**src/rtl/cdr_os_dpll.sv**
```systemverilog
`timescale 1ns/1ps
`default_nettype none
// +----------------------------------------------------------------------------+
// | cdr_os_dpll : oversampling CDR with bang-bang phase loop and lock FSM      |
// | Rev 1.0                                                                    |
// +----------------------------------------------------------------------------+
module cdr_os_dpll #(
  parameter int CNT_W      = 8,
  parameter int OSR_FS     = 8,
  parameter int OSR_HS     = 4,
  parameter int TOL        = 1,
  parameter int LOCK_CNT   = 8,
  parameter int UNLOCK_CNT = 4,
  parameter int IDLE_BITS  = 16
) (
  input  logic             i_clk_ref,
  input  logic             i_rst_n,
  input  logic             i_data,
  input  logic             i_hs_mode,
  input  logic             i_enable,
  output logic             o_recovered_clk,
  output logic             o_data,
  output logic             o_data_valid,
  output logic             o_lock_detect,
  output logic             o_lock_lost,
  output logic [CNT_W-1:0] o_phase_err,
  output logic [1:0]       o_state
);

  typedef enum logic [1:0] {
    ST_UNLOCKED = 2'd0,
    ST_ACQUIRE  = 2'd1,
    ST_LOCKED   = 2'd2
  } state_t;

  localparam logic [CNT_W-1:0] c_cnt_max    = {CNT_W{1'b1}};
  localparam logic [CNT_W-1:0] c_one        = CNT_W'(1);
  localparam logic [CNT_W:0]   c_two        = (CNT_W+1)'(2);
  localparam logic [CNT_W-1:0] c_osr_fs     = CNT_W'(OSR_FS);
  localparam logic [CNT_W-1:0] c_osr_hs     = CNT_W'(OSR_HS);
  localparam logic [CNT_W-1:0] c_tol        = CNT_W'(TOL);
  localparam logic [CNT_W-1:0] c_lock_cnt   = CNT_W'(LOCK_CNT);
  localparam logic [CNT_W-1:0] c_unlock_cnt = CNT_W'(UNLOCK_CNT);
  localparam logic [CNT_W-1:0] c_idle_bits  = CNT_W'(IDLE_BITS);

  logic             r_s1, r_s2, r_s3, r_hs_q;
  state_t           r_state, w_state_nxt;
  logic [CNT_W-1:0] r_phase, w_phase_nxt;
  logic [CNT_W-1:0] r_good_cnt, w_good_nxt;
  logic [CNT_W-1:0] r_bad_cnt, w_bad_nxt;
  logic [CNT_W-1:0] r_idle_cnt, w_idle_nxt;
  logic [CNT_W-1:0] r_phase_err, w_err_nxt;
  logic             r_rclk, r_data, w_data_nxt, r_valid, w_valid_nxt, r_lost, w_lost_nxt;

  logic [CNT_W-1:0] w_osr, w_sp, w_phase_inc, w_phase_adv, w_err, w_err_mag;
  logic [CNT_W-1:0] w_good_inc, w_bad_inc, w_idle_inc;
  logic [CNT_W:0]   w_phase_p2;
  logic             w_edge, w_clear, w_wrap, w_late, w_good_edge;

  assign w_osr       = i_hs_mode ? c_osr_hs : c_osr_fs;
  assign w_sp        = w_osr >> 1;
  assign w_edge      = r_s2 ^ r_s3;
  // Mode change and disable share one clear path; it overrides any edge this cycle.
  assign w_clear     = !i_enable || (i_hs_mode != r_hs_q);
  assign w_wrap      = (r_phase == w_osr - c_one);
  assign w_phase_inc = w_wrap ? '0 : r_phase + c_one;
  assign w_phase_p2  = {1'b0, r_phase} + c_two;
  assign w_phase_adv = (w_phase_p2 >= {1'b0, w_osr}) ? CNT_W'(w_phase_p2 - {1'b0, w_osr})
                                                     : w_phase_p2[CNT_W-1:0];
  assign w_late      = (r_phase < w_sp);
  assign w_err       = w_late ? r_phase : r_phase - w_osr;
  assign w_err_mag   = w_late ? r_phase : w_osr - r_phase;
  assign w_good_edge = (w_err_mag <= c_tol);
  assign w_good_inc  = (r_good_cnt == c_cnt_max) ? c_cnt_max : r_good_cnt + c_one;
  assign w_bad_inc   = (r_bad_cnt  == c_cnt_max) ? c_cnt_max : r_bad_cnt  + c_one;
  assign w_idle_inc  = (r_idle_cnt == c_cnt_max) ? c_cnt_max : r_idle_cnt + c_one;

  always_comb begin
    w_state_nxt = r_state;
    w_phase_nxt = w_phase_inc;
    w_good_nxt  = r_good_cnt;
    w_bad_nxt   = r_bad_cnt;
    w_idle_nxt  = r_idle_cnt;
    w_err_nxt   = r_phase_err;
    w_data_nxt  = r_data;
    w_valid_nxt = 1'b0;
    w_lost_nxt  = 1'b0;
    if (w_clear) begin
      w_phase_nxt = '0;
      w_state_nxt = ST_UNLOCKED;
      w_good_nxt  = '0;
      w_bad_nxt   = '0;
      w_idle_nxt  = '0;
      w_lost_nxt  = (r_state == ST_LOCKED);
    end else begin
      if (r_phase == w_sp) begin
        w_data_nxt  = r_s2;
        w_valid_nxt = (r_state == ST_LOCKED);
      end
      if (w_edge) begin
        w_err_nxt  = w_err;
        w_idle_nxt = '0;
        if (w_late && (r_phase != '0)) w_phase_nxt = r_phase;
        else if (!w_late)              w_phase_nxt = w_phase_adv;
      end
      case (r_state)
        ST_UNLOCKED: begin
          if (w_edge) begin
            w_state_nxt = ST_ACQUIRE;
            w_good_nxt  = '0;
          end
        end
        ST_ACQUIRE: begin
          if (w_edge) begin
            if (!w_good_edge) begin
              w_good_nxt = '0;
            end else if (w_good_inc >= c_lock_cnt) begin
              w_state_nxt = ST_LOCKED;
              w_good_nxt  = '0;
              w_bad_nxt   = '0;
            end else begin
              w_good_nxt = w_good_inc;
            end
          end
        end
        ST_LOCKED: begin
          if (w_edge) begin
            if (w_good_edge) begin
              w_bad_nxt = '0;
            end else if (w_bad_inc >= c_unlock_cnt) begin
              w_state_nxt = ST_UNLOCKED;
              w_lost_nxt  = 1'b1;
              w_bad_nxt   = '0;
            end else begin
              w_bad_nxt = w_bad_inc;
            end
          end else if (w_wrap) begin
            if (w_idle_inc >= c_idle_bits) begin
              w_state_nxt = ST_UNLOCKED;
              w_lost_nxt  = 1'b1;
              w_idle_nxt  = '0;
            end else begin
              w_idle_nxt = w_idle_inc;
            end
          end
        end
        default: w_state_nxt = ST_UNLOCKED;
      endcase
    end
  end

  always_ff @(posedge i_clk_ref or negedge i_rst_n) begin
    if (!i_rst_n) begin
      r_s1        <= 1'b0;
      r_s2        <= 1'b0;
      r_s3        <= 1'b0;
      r_hs_q      <= 1'b0;
      r_state     <= ST_UNLOCKED;
      r_phase     <= '0;
      r_good_cnt  <= '0;
      r_bad_cnt   <= '0;
      r_idle_cnt  <= '0;
      r_phase_err <= '0;
      r_rclk      <= 1'b0;
      r_data      <= 1'b0;
      r_valid     <= 1'b0;
      r_lost      <= 1'b0;
    end else begin
      r_s1        <= i_data;
      r_s2        <= r_s1;
      r_s3        <= r_s2;
      r_hs_q      <= i_hs_mode;
      r_state     <= w_state_nxt;
      r_phase     <= w_phase_nxt;
      r_good_cnt  <= w_good_nxt;
      r_bad_cnt   <= w_bad_nxt;
      r_idle_cnt  <= w_idle_nxt;
      r_phase_err <= w_err_nxt;
      r_rclk      <= (w_phase_nxt < w_sp);
      r_data      <= w_data_nxt;
      r_valid     <= w_valid_nxt;
      r_lost      <= w_lost_nxt;
    end
  end

  assign o_recovered_clk = r_rclk;
  assign o_data          = r_data;
  assign o_data_valid    = r_valid;
  assign o_lock_detect   = (r_state == ST_LOCKED);
  assign o_lock_lost     = r_lost;
  assign o_phase_err     = r_phase_err;
  assign o_state         = r_state;

endmodule
`default_nettype wire
```
**config.mk**
```make
export PLATFORM = sky130hd
export DESIGN_NAME = cdr_os_dpll
export DESIGN_NICKNAME = d
export VERILOG_FILES = /design/src/rtl/cdr_os_dpll.sv
export SDC_FILE = /design/constraint.sdc
export NUM_CORES = 1
export LEC_CHECK = 0
export CORE_MARGIN = 5
export CORE_UTILIZATION = 45
export DETAILED_ROUTE_END_ITERATION = 12
export GPL_TIMING_DRIVEN = 0
export HOLD_SLACK_MARGIN = 0.08
export PLACE_DENSITY = 0.73
export SLEW_MARGIN = 0
export SYNTH_ARGS = -nofsm -noshare
export SYNTH_HDL_FRONTEND = slang
export SYNTH_SLANG_ARGS = --single-unit
```
**constraint.sdc**
```tcl
create_clock -name i_clk_ref -period 8.7 [get_ports i_clk_ref]
set_input_delay 1.74 -clock i_clk_ref [delete_from_list [all_inputs] [get_ports i_clk_ref]]
set_output_delay 1.74 -clock i_clk_ref [all_outputs]
set_load 0.1 [all_outputs]
```
==> qor.csv, run 1 <==
stage,metric,value,unit
status,status,"finished, final reports clean",
setup_path,r2r_setup_slack,4.38,ns
synth,synth_cell_types,68,
setup_path,path_buf_inv,1,
routing,vias_per_cell,5.65,
clock_tree,numCtsBuffers,5,
routing,wl,7030,um
placement,io_buffers,19,
floorplan,core_area,0.00679,mm^2
routing,firstDrtPassIters,4,
sta,hold_violations,0,
placement,place_ws,3.11,ns
sta,setup_slack,3.38,ns
synth,yosys.area.top_type,dfrtp_1,
sta,finalCritPeriodShare,61.1,%
global_routing,grt_overflow_total,0,
clock_tree,cts_sinks,50,
flow_run,drv_cap,0,
routing,drtIter0Drc,129,
cells_and_area,nets,389,
synth,ys_seq_elements,50,
synth,synth-async-reset-ratio,100,%
sta,tns,0,ns
setup_path,arrival,5.56,ns
sta,relSlewSlack,34.7,%
synth,yosys.area.top_type_share,39.9,%
global_routing,antenna_found_initial,0,
setup_path,cp_max_fo,12,
floorplan,row_count,30,
floorplan,die_area,0.00874,mm^2
setup_path,crit_chain,clkdlybuf4s50_1 > ha_1 > nor2b_1 > a2111oi_2 > o211ai_1 > nor2_1 > mux2i_1 > mux2i_1 > a211oi_1 > ha_1 > o21ai_0 > and4_1,
cells_and_area,register_area,0.00125,mm^2
synth,syn_nets,362,
routing,via_count,2618,
clock_tree,clockBufferDepth,2,
cells_and_area,fillers,636,
synth,synth_flop_cell,dfrtp_1,
clock_tree,path_clk_slew,0.10,ns
setup_path,critical-path-max-stage-delay,0.88,ns
synth,synth_commonest_cells,"dfrtp_1 (50), nand2_1 (31), nor2_1 (31)",
setup_path,path_delay_family,compound AO/OA/AOI/OAI gates,
clock_tree,clkLatencyLatePin,0.30,ns
global_routing,grt_usage,17.4,%
cells_and_area,antenna_cells,0,
synth,netlist_instances,340,
sta,setup_viol,0,
placement,place_hpwl,5350,um
floorplan,dieHeight,93.5,um
setup_path,worstSetupPathType,in -> reg,
clock_tree,cts_resized,0,
synth,netlist_area,0.00314,mm^2
routing,antenna_left,0,
power_and_ir_drop,p_per_area,235,mW/mm^2
sta,slew_viol_final,0,
routing,drcViolationCount,0,
cells_and_area,drive_gt1_share,8.99,%
synth,yosys_warnings,0,
floorplan,start_util,46.2,%
cells_and_area,multiInputGateArea,0.00176,mm^2
sta,min_period,5.32,ns
setup_path,slowest_stage,clkdlybuf4s50_1,
clock_tree,cts_tree,done,
clock_tree,htreeDepth,2,
synth,synth.most_common_cell,dfrtp_1,
synth,synth_area_leaders,"dfrtp_1 (40%), ha_1 (6.0%), nand2_1 (3.7%)",
global_routing,grt_pass1_vias,2610,
placement,place_congestion,0.897,
clock_tree,post_cts_buffers,0,
synth,ys_seq_area_share,39.9,%
cells_and_area,areaGrowthSynthToFinish,13.0,%
synth,syn_area_per_cell,9.23,um^2
power_and_ir_drop,irDropWorstVdd,0.0000990,V
sta,skew,0.00902,ns
setup_path,start_kind,input port,
power_and_ir_drop,power,0.835,mW
setup_path,critical_path_required,8.94,ns
hold_path,hp-class,reg -> reg,
routing,routedWlPerCell,15.2,um
clock_tree,hold_buffers,0,
sta,rsz0062_at_grt,no,
global_routing,grt_max_degree,35,
sta,worst_slew_pin_slew,0.976,ns
power_and_ir_drop,leakage,1.57,nW
sta,max_freq,0.188,GHz
clock_tree,clockRootBuffer,clkbuf_8,
setup_path,cp-end-kind,flop,
synth,synth-edff-count,0,
global_routing,grt_pass1_wl,12400,um
floorplan,io_pins,20,
floorplan,dieWidth,93.5,um
[metrics by stage]
| stage | utilization [%] | std cells | instance area, um^2 | hold slack, ns |
|---|---|---|---|---|
| floorplan | - | 340 | 3140 | 0.331 |
| global placement | 50.7 | 455 | 3450 | 0.335 |
| detailed placement | 51.0 | 456 | 3460 | 0.339 |
| CTS | 52.2 | 463 | 3550 | 0.361 |
| global route | 52.2 | 463 | 3550 | 0.389 |
| finish | 52.2 | 463 | 3550 | 0.363 |
[per-layer routing]
layer  GRT usage (%)  vias up  wire length [um]
met1            23.7     1253              3250
met4            5.13        0                76
met2            28.5       65              3440
li1                -     1291                 -
met3            2.98        9               270
met5               0        -                 0
[placed cells by master, fill, tap and decap left out, drive strengths merged, types with 5 or more instances in the layout]
| cell | n |
|---|---|
| nor4 | 5 |
| nand4 | 5 |
| xor2 | 9 |
| clkbuf | 9 |
| nor3 | 12 |
| nand2 | 31 |
| ha | 15 |
| a31oi | 5 |
| nor2 | 32 |
| xnor2 | 6 |
| and2 | 16 |
| dfrtp | 50 |
| o21ai | 24 |
| nand3 | 18 |
| a21oi | 15 |
| clkdlybuf4s50 | 18 |
| buf | 11 |
| inv | 15 |
[final timing paths]
kind	start	endpoint	depth (start not counted)
setup / recovery	i_hs_mode	o_recovered_clk$_DFF_PN0_	12
hold / removal	r_s1$_DFF_PN0_	r_s2$_DFF_PN0_	0
setup reg to reg	r_phase[3]$_DFF_PN0_	o_recovered_clk$_DFF_PN0_	14
hold reg to reg	r_s1$_DFF_PN0_	r_s2$_DFF_PN0_	0
max in group asynchronous	i_rst_n	r_good_cnt[3]$_DFFE_PN0P_	2
min in group asynchronous	i_rst_n	o_phase_err[4]$_DFFE_PN0P_	1
[where the power goes]
group,internal [mW],switching (mW)
registers,0.258,0.0182
logic,0.127,0.297
clock network,0.0551,0.0798
[layout make-up]
class | instances | share of cell area (%)
multi-input cells | 262 | 49.5
flip-flops and latches | 50 | 35.3
repair buffers | 20 | 5.79
well taps | 96 | 3.39
plain buffers | 13 | 2.08
clock buffers | 5 | 1.94
inverters | 15 | 1.59
clock inverters | 2 | 0.423
[worst reg2reg max path, cell delays in order (launching register included)]
cell       delay [ns]
dfrtp_1          0.41
buf_2            0.23
buf_1            0.42
xor2_1           0.32
ha_1             0.30
nor2b_1          0.19
a2111oi_2        0.48
o211ai_1         0.24
nor2_1           0.34
mux2i_1          0.31
mux2i_1          0.11
a211oi_1         0.33
ha_1             0.30
o21ai_0          0.08
and4_1           0.21
[sequential cells by signal, indices dropped and copies added, names as in the netlist, 2 cells and up]
signal and count:
r_bad_cnt 8, r_phase 8, r_good_cnt 8, o_state 2, r_idle_cnt 8, o_phase_err 8
[cell families after synthesis]
logic type / count (synthesis) / share of synthesized area, %
and+or+nand+nor: 143 / 23.9
AOI/OAI and AO/OA: 83 / 19.3
DFF: 50 / 39.9
buffers and inverters: 28 / 4.15
adders and majority gates: 17 / 7.26
xor gates and xnor gates: 15 / 4.19
muxes: 4 / 1.32
(Power assumes the default switching activity.)
==> run 2, diff against run 1 <==
clock period = 5.5 ns   (was 8.7 ns; I/O delays follow)
==> results of run 2 <==
The final DEF is identical to that of run 1. Status: finished, final reports clean.
Main changes from that run: setup slack after placement 3.11 ns -> 0.551 ns; setup slack after layout 3.38 ns -> 0.823 ns; register-to-register setup slack 4.38 ns -> 1.18 ns; total power 0.835 mW -> 1.32 mW; worst IR drop on VDD 0.0000990 V -> 0.000157 V
==> run 3, diff against run 2 <==
CTS_BUF_LIST = sky130_fd_sc_hd__clkbuf_16   (was not set)
==> run 3 against run 2 <==
Compared with the run above: worst hold slack lost 0.011 ns; fmax shrank 0.34%; clock power grew 43%; clock skew shrank 0.00054 ns; clock-buffer cell count is the same; die area is the same; via count grew 1.3%; core utilization grew 0.83 points; global-route usage grew 0.068 points; cell area grew 1.6%; critical endpoint unchanged.
==> qor.csv, run 3 (same netlist as run 1, synthesis figures left out) <==
stage,metric,value,unit,change
cells_and_area,antenna_cells,0,,unchanged
global_routing,grt_usage,17.5,%,was 17.4%
clock_tree,numCtsBuffers,5,,unchanged
cells_and_area,areaGrowthSynthToFinish,14.8,%,was 13.0%
setup_path,critical_path_required,5.73,ns,was 5.74 ns
routing,wl_met1,3240,um,was 3250 um
setup_path,path_buf_inv,1,,unchanged
sta,rsz0062_at_grt,no,,unchanged
floorplan,start_util,46.2,%,unchanged
routing,routed.top_layer,met4,,unchanged
routing,via_count,2651,,was 2618
cells_and_area,layout_common_cells,"dfrtp_1 (50), nor2_1 (31), nand2_1 (31)",,unchanged
routing,wl,7120,um,was 7030 um
power_and_ir_drop,power.internal,0.775,mW,was 0.696 mW
flow_run,drv_cap,0,,unchanged
setup_path,path_delay_family,compound AO/OA/AOI/OAI gates,,unchanged
global_routing,grt_pass1_wl,12400,um,about the same
floorplan,dieHeight,93.5,um,unchanged
routing,vias_per_cell,5.73,,was 5.65
routing,antenna_left,0,,unchanged
global_routing,antenna_found_initial,0,,unchanged
routing,route.met2.wl,3440,um,about the same
global_routing,grt_overflow_total,0,,unchanged
sta,finalCritPeriodShare,85.3,%,was 85.0%
sta,setup_viol,0,,unchanged
sta,timing.hold.ws,0.352,ns,was 0.363 ns
routing,drtIter0Drc,151,,was 129
power_and_ir_drop,p_switching,0.636,mW,was 0.625 mW
power_and_ir_drop,leakage,1.60,nW,was 1.57 nW
global_routing,grt_pass1_vias,2616,,was 2610
clock_tree,clkLatencyLatePin,0.29,ns,was 0.30 ns
floorplan,die_area,0.00874,mm^2,unchanged
clock_tree,cts_sinks,50,,unchanged
power_and_ir_drop,clock_power_share,21.5,%,was 16.2%
setup_path,arrival,4.92,ns,about the same
global_routing,grt_max_degree,35,,unchanged
sta,max_freq,0.213,GHz,was 0.214 GHz
placement,place_congestion,0.897,,unchanged
setup_path,rr_worst_depth,14,,unchanged
clock_tree,post_cts_buffers,0,,unchanged
clock_tree,htreeDepth,2,,unchanged
routing,firstDrtPassIters,6,,was 4
power_and_ir_drop,seqPwrFrac,30.9,%,was 33.0%
floorplan,core_area,0.00679,mm^2,unchanged
cells_and_area,final_common_cell,dfrtp_1,,unchanged
setup_path,r2r_setup_slack,1.18,ns,about the same
setup_path,worstSetupPathType,in -> reg,,unchanged
setup_path,rr_endpoint,o_recovered_clk$_DFF_PN0_,,unchanged
sta,worst_slew_pin_slew,0.976,ns,about the same
power_and_ir_drop,p_sw_share,45.1,%,was 47.3%
sta,relSlewSlack,34.7,%,about the same
floorplan,row_count,30,,unchanged
placement,place_hpwl,5350,um,unchanged
sta,slew_viol_final,0,,unchanged
setup_path,cp_max_fo,12,,unchanged
clock_tree,clockRootBuffer,clkbuf_16,,was clkbuf_8
setup_path,worstSetupEndpoint,o_recovered_clk$_DFF_PN0_,,unchanged
setup_path,cp.depth,12,,unchanged
power_and_ir_drop,p_per_area,392,mW/mm^2,was 372 mW/mm^2
floorplan,io_pins,20,,unchanged
power_and_ir_drop,pwr-share-comb,47.6,%,was 50.8%
placement,io_buffers,19,,unchanged
sta,skew,0.00848,ns,was 0.00902 ns
routing,drcViolationCount,0,,unchanged
setup_path,crit_chain,clkdlybuf4s50_1 > ha_1 > nor2b_1 > a2111oi_2 > o211ai_1 > nor2_1 > mux2i_1 > mux2i_1 > a211oi_1 > ha_1 > o21ai_0 > and4_1,,unchanged
clock_tree,clockBufferDepth,2,,unchanged
clock_tree,cts_resized,0,,unchanged
power_and_ir_drop,irDropWorstVdd,0.000177,V,was 0.000157 V
cells_and_area,nets,389,,unchanged
routing,met3_length,352,um,was 270 um
setup_path,start_kind,input port,,unchanged
setup_path,slowest_stage,clkdlybuf4s50_1,,unchanged
setup_path,r2r_start,r_phase[3]$_DFF_PN0_,,unchanged
sta,hold_violations,0,,unchanged
clock_tree,path_clk_slew,0.07,ns,was 0.10 ns
clock_tree,hold_buffers,0,,unchanged
status,status,"finished, final reports clean",,unchanged
floorplan,dieWidth,93.5,um,unchanged
clock_tree,cts_tree,done,,unchanged
setup_path,critical-path-max-stage-delay,0.88,ns,about the same
cells_and_area,drive_gt1_share,8.99,%,unchanged
setup_path,cp-end-kind,flop,,unchanged
hold_path,hp-class,reg -> reg,,unchanged
routing,routedWlPerCell,15.4,um,was 15.2 um
setup_path,startpoint,i_hs_mode,,unchanged
sta,min_period,4.69,ns,was 4.68 ns
sta,tns,0,ns,unchanged
run 3: cell counts in the layout (fill, tap and decap cells not counted):
Identical to the previous run, type by type.
run 3: through the flow:
stage	total power, mW	cells	utilization, %	setup WS (ns)	area [um^2]
after global placement	1.10	455	50.7	0.580	3450
after detailed placement	1.11	456	51.0	0.551	3460
final	1.41	463	53.0	0.807	3600
after floorplan	0.960	340	-	2.03	3140
after CTS	1.42	463	53.0	0.845	3600
after global routing	1.48	463	53.0	0.474	3600
run 3: worst min path at each step:
stage	start	endpoint	depth (start not counted)
CTS	r_s1$_DFF_PN0_	r_s2$_DFF_PN0_	0
global placement	r_s1$_DFF_PN0_	r_s2$_DFF_PN0_	0
finish	r_s1$_DFF_PN0_	r_s2$_DFF_PN0_	0
detailed placement	r_s1$_DFF_PN0_	r_s2$_DFF_PN0_	0
floorplan	r_s1$_DFF_PN0_	r_s2$_DFF_PN0_	0
global route	r_s1$_DFF_PN0_	r_s2$_DFF_PN0_	0
run 3: power by group through the flow:
stage               logic, mW  registers, mW  clock network (mW)
finish                  0.671          0.437               0.304
global placement        0.659          0.443                   0
CTS                     0.671          0.438               0.313
floorplan               0.290          0.670                   0
global route            0.712          0.443               0.329
detailed placement      0.669          0.445                   0
run 3: worst register-to-register path, stage by stage, from the launching register on:
cell       delay, ns
dfrtp_1         0.40
buf_2           0.23
buf_1           0.42
xor2_1          0.33
ha_1            0.30
nor2b_1         0.19
a2111oi_2       0.48
o211ai_1        0.24
nor2_1          0.34
mux2i_1         0.32
mux2i_1         0.11
a211oi_1        0.33
ha_1            0.30
o21ai_0         0.08
and4_1          0.21
run 3: per-layer routing:
layer / GRT usage (%) / vias up
met3: 2.57 / 10
li1: - / 1295
met5: 0 / -
met2: 28.8 / 80
met1: 23.5 / 1266
met4: 5.86 / 0
run 3: layout make-up:
cell class	count	area, um^2
Multi-Input combinational cell	262	1760
Tap cell	96	120
Fill cell	626	3190
Sequential cell	50	1250
Inverter	15	56.3
Clock inverter	2	15.0
Buffer	13	73.8
Clock buffer	5	125
Timing Repair Buffer	20	205
==> patch 1, RTL diff (config.mk and constraints of run 1) <==
Set the parameter `CNT_W` to 12 (it was 8).
--- a/src/rtl/cdr_os_dpll.sv
+++ b/src/rtl/cdr_os_dpll.sv
@@ -7,3 +7,3 @@
 module cdr_os_dpll #(
-  parameter int CNT_W      = 8,
+  parameter int CNT_W      = 12,
   parameter int OSR_FS     = 8,
Ports: changed (resized o_phase_err); port bits go from 20 to 24. No check against the original RTL was run, so the function may have changed too.
==> patch 1 against run 1 <==
Worst setup slack got worse by 0.24 ns. Clock power increased by 150%. Area after synthesis increased by 45%. Total power increased by 24%. Sequential share of layout area decreased by 1.5 points. Wire length increased by 64%. Via count increased by 55%. Largest cell class unchanged. Sequential cell count increased by 20. Largest power group is now sequential cells. Cell area increased by 46%.
==> patch 1: results (changes against run 1) <==
[power]
p_leak_nw=2.23  ; +42%
switchingPower_mw=0.401  ; +1.6%
ir_drop_mv=0.193  ; +95%

[placement]
routabilityCongestion=0.962  ; +7.3%
port_buffers=23  ; +4
post-place-cells=669  ; +47%
dp_slack_ns=2.84  ; -0.274 ns
place_area_um2=4930  ; +42%
hpwl_um=8460  ; +58%

[final_layout]
drive_above_1_share_pct=7.79  ; -1.2 points
fillers=914  ; +44%
nets=569  ; +46%
n_antenna_cell=0  ; unchanged

[routing]
via_per_inst=5.92  ; +4.6%
wl_per_cell_um=16.8  ; +11%
wl_met3_um=697  ; +160%
routed-wl-met2_um=5330  ; +55%
dr.pass1.iters=5  ; +1
drtIter0Drc=414  ; +220%
drt-met1-wl_um=5230  ; +61%
dr.max_layer_used=met4
vias=4053  ; +55%

[logic_synthesis]
yosys-top-cells-area=dfrtp_1, xnor2_1, nand2_1, ha_1, nand3_1
yosysUniqueCellTypes=65  ; -4.4%
synth_ff_type=dfrtp_1
synth-async-reset-ratio_pct=100  ; unchanged
yosysSeqAreaShare_pct=38.6  ; -1.3 points
ys_top_cells_by_count=dfrtp_1, nand2_1, nor2_1, nand3_1, o21ai_0
synth_nets=535  ; +48%
avgSynthCellArea_um2=8.85  ; -4.1%
yosys.area.top_type_share_pct=38.6  ; -1.3 points

[sta]
hold_viol_final=0  ; unchanged
skew_ns=0.0160  ; +0.00700 ns
final-setup-viol-count=0  ; unchanged
hold_ws_ns=0.359  ; -0.00387 ns
slew_headroom_pct=24.7  ; -10 points

[global_route]
grt_pass1_wl_um=19400  ; +57%
grt_max_degree=71  ; +100%
grtUsageTotal_pct=19.3  ; +1.9 points
grt_pass1_vias=3865  ; +48%

[worst_setup_path]
critPathMaxFanout=13  ; +1
crit_start=i_hs_mode
r2r.worst_path.cells=16  ; +2
cpLargestDelayFamily=buffers and inverters
max_stage_delay_ns=0.94  ; +0.06 ns
r2r-start=r_phase[1]$_DFF_PN0_
r2r_end=o_recovered_clk$_DFF_PN0_
r2r_setup_slack_ns=4.09  ; -0.29 ns
cp.arrival_ns=5.81  ; +0.25 ns
cp_slowest_cell=clkdlybuf4s50_1

[clocking]
cts_setup_buffers=0  ; unchanged
cts_resized=0  ; unchanged
clock_latency_ns=0.36  ; +0.06 ns
clkSlewWorstSetupHoldPaths_ns=0.07  ; -0.03 ns
htree_levels=3  ; +1
cts_root_buffer=clkbuf_8
numCtsBuffers=9  ; +4

[status]
outcome=complete, no violations

[min_path]
hold_path_class=reg2reg
hold_start=r_s1$_DFF_PN0_

-- patch 1: cell count changes after synthesis, moves of 9 or more --
cell      before  now
and3_1         4   17
nor4_1         4   13
nand3_1       18   29
nand2_1       31   52
dfrtp_1       50   70
xnor2_1        6   26
clkbuf_1       3   16
-- patch 1: cells by family after synthesis --
family / Yosys count / synth area share (%)
AO/OA/AOI/OAI: 106 / 15.8
XOR/XNOR: 36 / 6.95
adder cells (fa/ha/maj): 17 / 5.02
buffers and inverters: 41 / 3.80
flip-flops: 70 / 38.6
multiplexers: 6 / 1.43
AND/OR/NAND/NOR: 237 / 28.4
-- patch 1: area by class of cell --
class	count	area [um2]	area share, %
Multi-Input combinational cell	402	2610	50.4
Sequential cell	70	1750	33.8
Timing Repair Buffer	23	228	4.39
Tap cell	133	166	3.21
Clock buffer	10	138	2.65
Buffer	27	120	2.32
Clock inverter	6	116	2.24
Inverter	14	52.6	1.01
-- patch 1: layer usage --
metal  global-route usage (%)  vias up
li1                         -     1944
met1                     25.9     1931
met2                     30.9      154
met3                     4.21       24
met4                     6.65        0
met5                        0        -
-- patch 1: power groups by stage --
stage | logic [mW] | clock network [mW] | registers (mW)
global route | 0.365 | 0.354 | 0.365
detailed placement | 0.342 | 0 | 0.369
floorplan | 0.114 | 0 | 0.508
global placement | 0.340 | 0 | 0.368
CTS | 0.343 | 0.339 | 0.362
finish | 0.343 | 0.332 | 0.362
-- patch 1: how the worst max path moves through the flow --
stage                                           end  slack, ns
after floorplan           o_recovered_clk$_DFF_PN0_       4.46
after global placement    o_recovered_clk$_DFF_PN0_       2.89
after detailed placement  o_recovered_clk$_DFF_PN0_       2.84
after CTS                 o_recovered_clk$_DFF_PN0_       3.18
after global routing      o_recovered_clk$_DFF_PN0_       2.88
final                     o_recovered_clk$_DFF_PN0_       3.15
==> patch 2, RTL diff (config.mk and constraints of run 1) <==
Without the edit above. Register the inputs `i_data`, `i_hs_mode` and `i_enable` before use. The logic sees them one clock later.
--- a/src/rtl/cdr_os_dpll.sv
+++ b/src/rtl/cdr_os_dpll.sv
@@ -45,2 +45,12 @@
 
+  logic i_data_q;
+  logic i_hs_mode_q;
+  logic i_enable_q;
+
+  always_ff @(posedge i_clk_ref) begin
+    i_data_q    <= i_data;
+    i_hs_mode_q <= i_hs_mode;
+    i_enable_q  <= i_enable;
+  end
+
   logic             r_s1, r_s2, r_s3, r_hs_q;
@@ -59,3 +69,3 @@
 
-  assign w_osr       = i_hs_mode ? c_osr_hs : c_osr_fs;
+  assign w_osr       = i_hs_mode_q ? c_osr_hs : c_osr_fs;
   assign w_sp        = w_osr >> 1;
@@ -63,3 +73,3 @@
   // Mode change and disable share one clear path; it overrides any edge this cycle.
-  assign w_clear     = !i_enable || (i_hs_mode != r_hs_q);
+  assign w_clear     = !i_enable_q || (i_hs_mode_q != r_hs_q);
   assign w_wrap      = (r_phase == w_osr - c_one);
@@ -168,6 +178,6 @@
     end else begin
-      r_s1        <= i_data;
+      r_s1        <= i_data_q;
       r_s2        <= r_s1;
       r_s3        <= r_s2;
-      r_hs_q      <= i_hs_mode;
+      r_hs_q      <= i_hs_mode_q;
       r_state     <= w_state_nxt;
Formal check against the unedited RTL: not equivalent (Yosys sat finds a counterexample within 4 cycles, from zero or initial values and one cycle with i_rst_n low).
==> patch 2 against run 1 <==
Non-clock buffer count rose by 2. Wire length fell by 5.0%. Area after synthesis rose by 1.3%. Clock power rose by 8%. Core utilization rose by 0.50 points. Worst setup slack improved by 1.2 ns. Hold slack got worse by 0.026 ns. Sequential share of layout area rose by 1.1 points. Total power fell by 23%. Sequential cell count rose by 3. Cell area rose by 1.5%. Global-route usage fell by 0.60 points. Register-to-register slack improved by 0.36 ns. Critical endpoint is now o_lock_detect.
==> patch 2: results (changes against run 1) <==
[status]
outcome=complete, no violations

[worst_setup_path]
r2r-start=r_phase[2]$_DFF_PN0_
critPathMaxFanout=8  ; -4
r2r_setup_slack_ns=4.74  ; +0.36 ns
cp.arrival_ns=2.35  ; -3.21 ns
crit_start=o_state[0]$_DFFE_PN0P_
critPathCapture=o_lock_detect

[global_route]
antenna_found_initial=0  ; unchanged
grtUsageTotal_pct=16.8  ; -0.60 points
grt_max_degree=36  ; +2.9%
grt_pass1_wl_um=11900  ; -4.0%
grt_pass1_vias=2495  ; -4.4%

[logic_synthesis]
yosysSeqAreaShare_pct=41.3  ; +1.4 points
yosys-top-cells-area=dfrtp_1, ha_1, o21ai_0, and2_1, nor2_1
synth_fa_ha_area_share_pct=7.17  ; -0.094 points
synth_nets=366  ; +1.1%
muxShareOfSynthArea_pct=1.34  ; +0.022 points
synth_compound_area_share_pct=16.5  ; -2.8 points
yosys_warnings=0  ; unchanged
synth_xor_area_share_pct=4.41  ; +0.22 points
synth-async-reset-ratio_pct=94.3  ; -5.7 points
ys_top_cells_by_count=dfrtp_1, nor2_1, o21ai_0, nand2_1
yosysUniqueCellTypes=57  ; -16%

[final_layout]
nets=393  ; +1.0%
drive_above_1_share_pct=5.91  ; -3.1 points

[power]
p_leak_nw=1.58  ; +0.22%
swShare_pct=39.7  ; -7.6 points
ir_drop_mv=0.136  ; +37%

[min_path]
min_to=r_s1$_DFF_PN0_
hold_path_class=reg2reg
hold_start=i_data_q$_DFF_P_

[placement]
routabilityCongestion=0.849  ; -5.4%
hpwl_um=5080  ; -5.1%
port_buffers=19  ; unchanged

[clocking]
cts_setup_buffers=0  ; unchanged
cts_root_buffer=clkbuf_8
cts_resized=0  ; unchanged

[routing]
dr.pass1.iters=5  ; +1
via_per_inst=5.62  ; -0.58%
wl_um=6680  ; -5.0%
drtIter0Drc=162  ; +26%

[sta]
skew_ns=0.00783  ; -0.00119 ns
slew_headroom_pct=35.1  ; +0.40 points

[patch 2: cell count changes after synthesis, moves of 3 or more]
cell	run 1	this run
nor3_1	12	8
and2_1	16	19
nand2b_1	1	4
nand2_1	31	23
dfxtp_1	0	3
buf_2	4	0
xor2_1	9	6
clkbuf_1	3	12
nor3b_1	2	6
nor2_1	31	28
xnor2_1	6	10
[patch 2: critical path: stages, from the launching register on]
cell	delay, ns
dfrtp_1	0.45
nand2b_1	0.24
inv_1	0.18
clkdlybuf4s50_1	1.16
[patch 2: cell type report]
class / instances / area (um2)
well taps: 96 / 120
fillers: 649 / 3230
clock inverters: 2 / 13.8
repair buffers: 20 / 205
multi-input cells: 259 / 1730
clock buffers: 6 / 82.6
inverters: 17 / 63.8
plain buffers: 15 / 71.3
flip-flops and latches: 53 / 1310
[patch 2: through the flow]
step                      power, mW  area, um2  std cells  setup slack [ns]  hold WS [ns]
after floorplan               0.450       3180        344              5.02         0.316
after detailed placement      0.507       3500        460              4.80         0.328
after CTS                     0.655       3600        468              4.60         0.338
final                         0.647       3600        468              4.61         0.337
after global placement        0.504       3490        459              4.39         0.324
after global routing          0.682       3600        468              4.43         0.343
[patch 2: metal layers]
metal	track usage, %	routed length (um)	vias to the layer above
met2	26.2	3190	59
met3	3.21	265	9
met5	0	0	-
met4	5.17	97	0
met1	23.7	3130	1259
li1	-	-	1304
[patch 2: power by group through the flow]
stage / registers, mW / clock network (mW) / logic (mW)
6_report: 0.272 / 0.146 / 0.228
5_1_grt: 0.276 / 0.162 / 0.245
4_1_cts: 0.273 / 0.153 / 0.229
3_5_place_dp: 0.278 / 0 / 0.229
3_3_place_gp: 0.278 / 0 / 0.226
2_1_floorplan: 0.367 / 0 / 0.0833
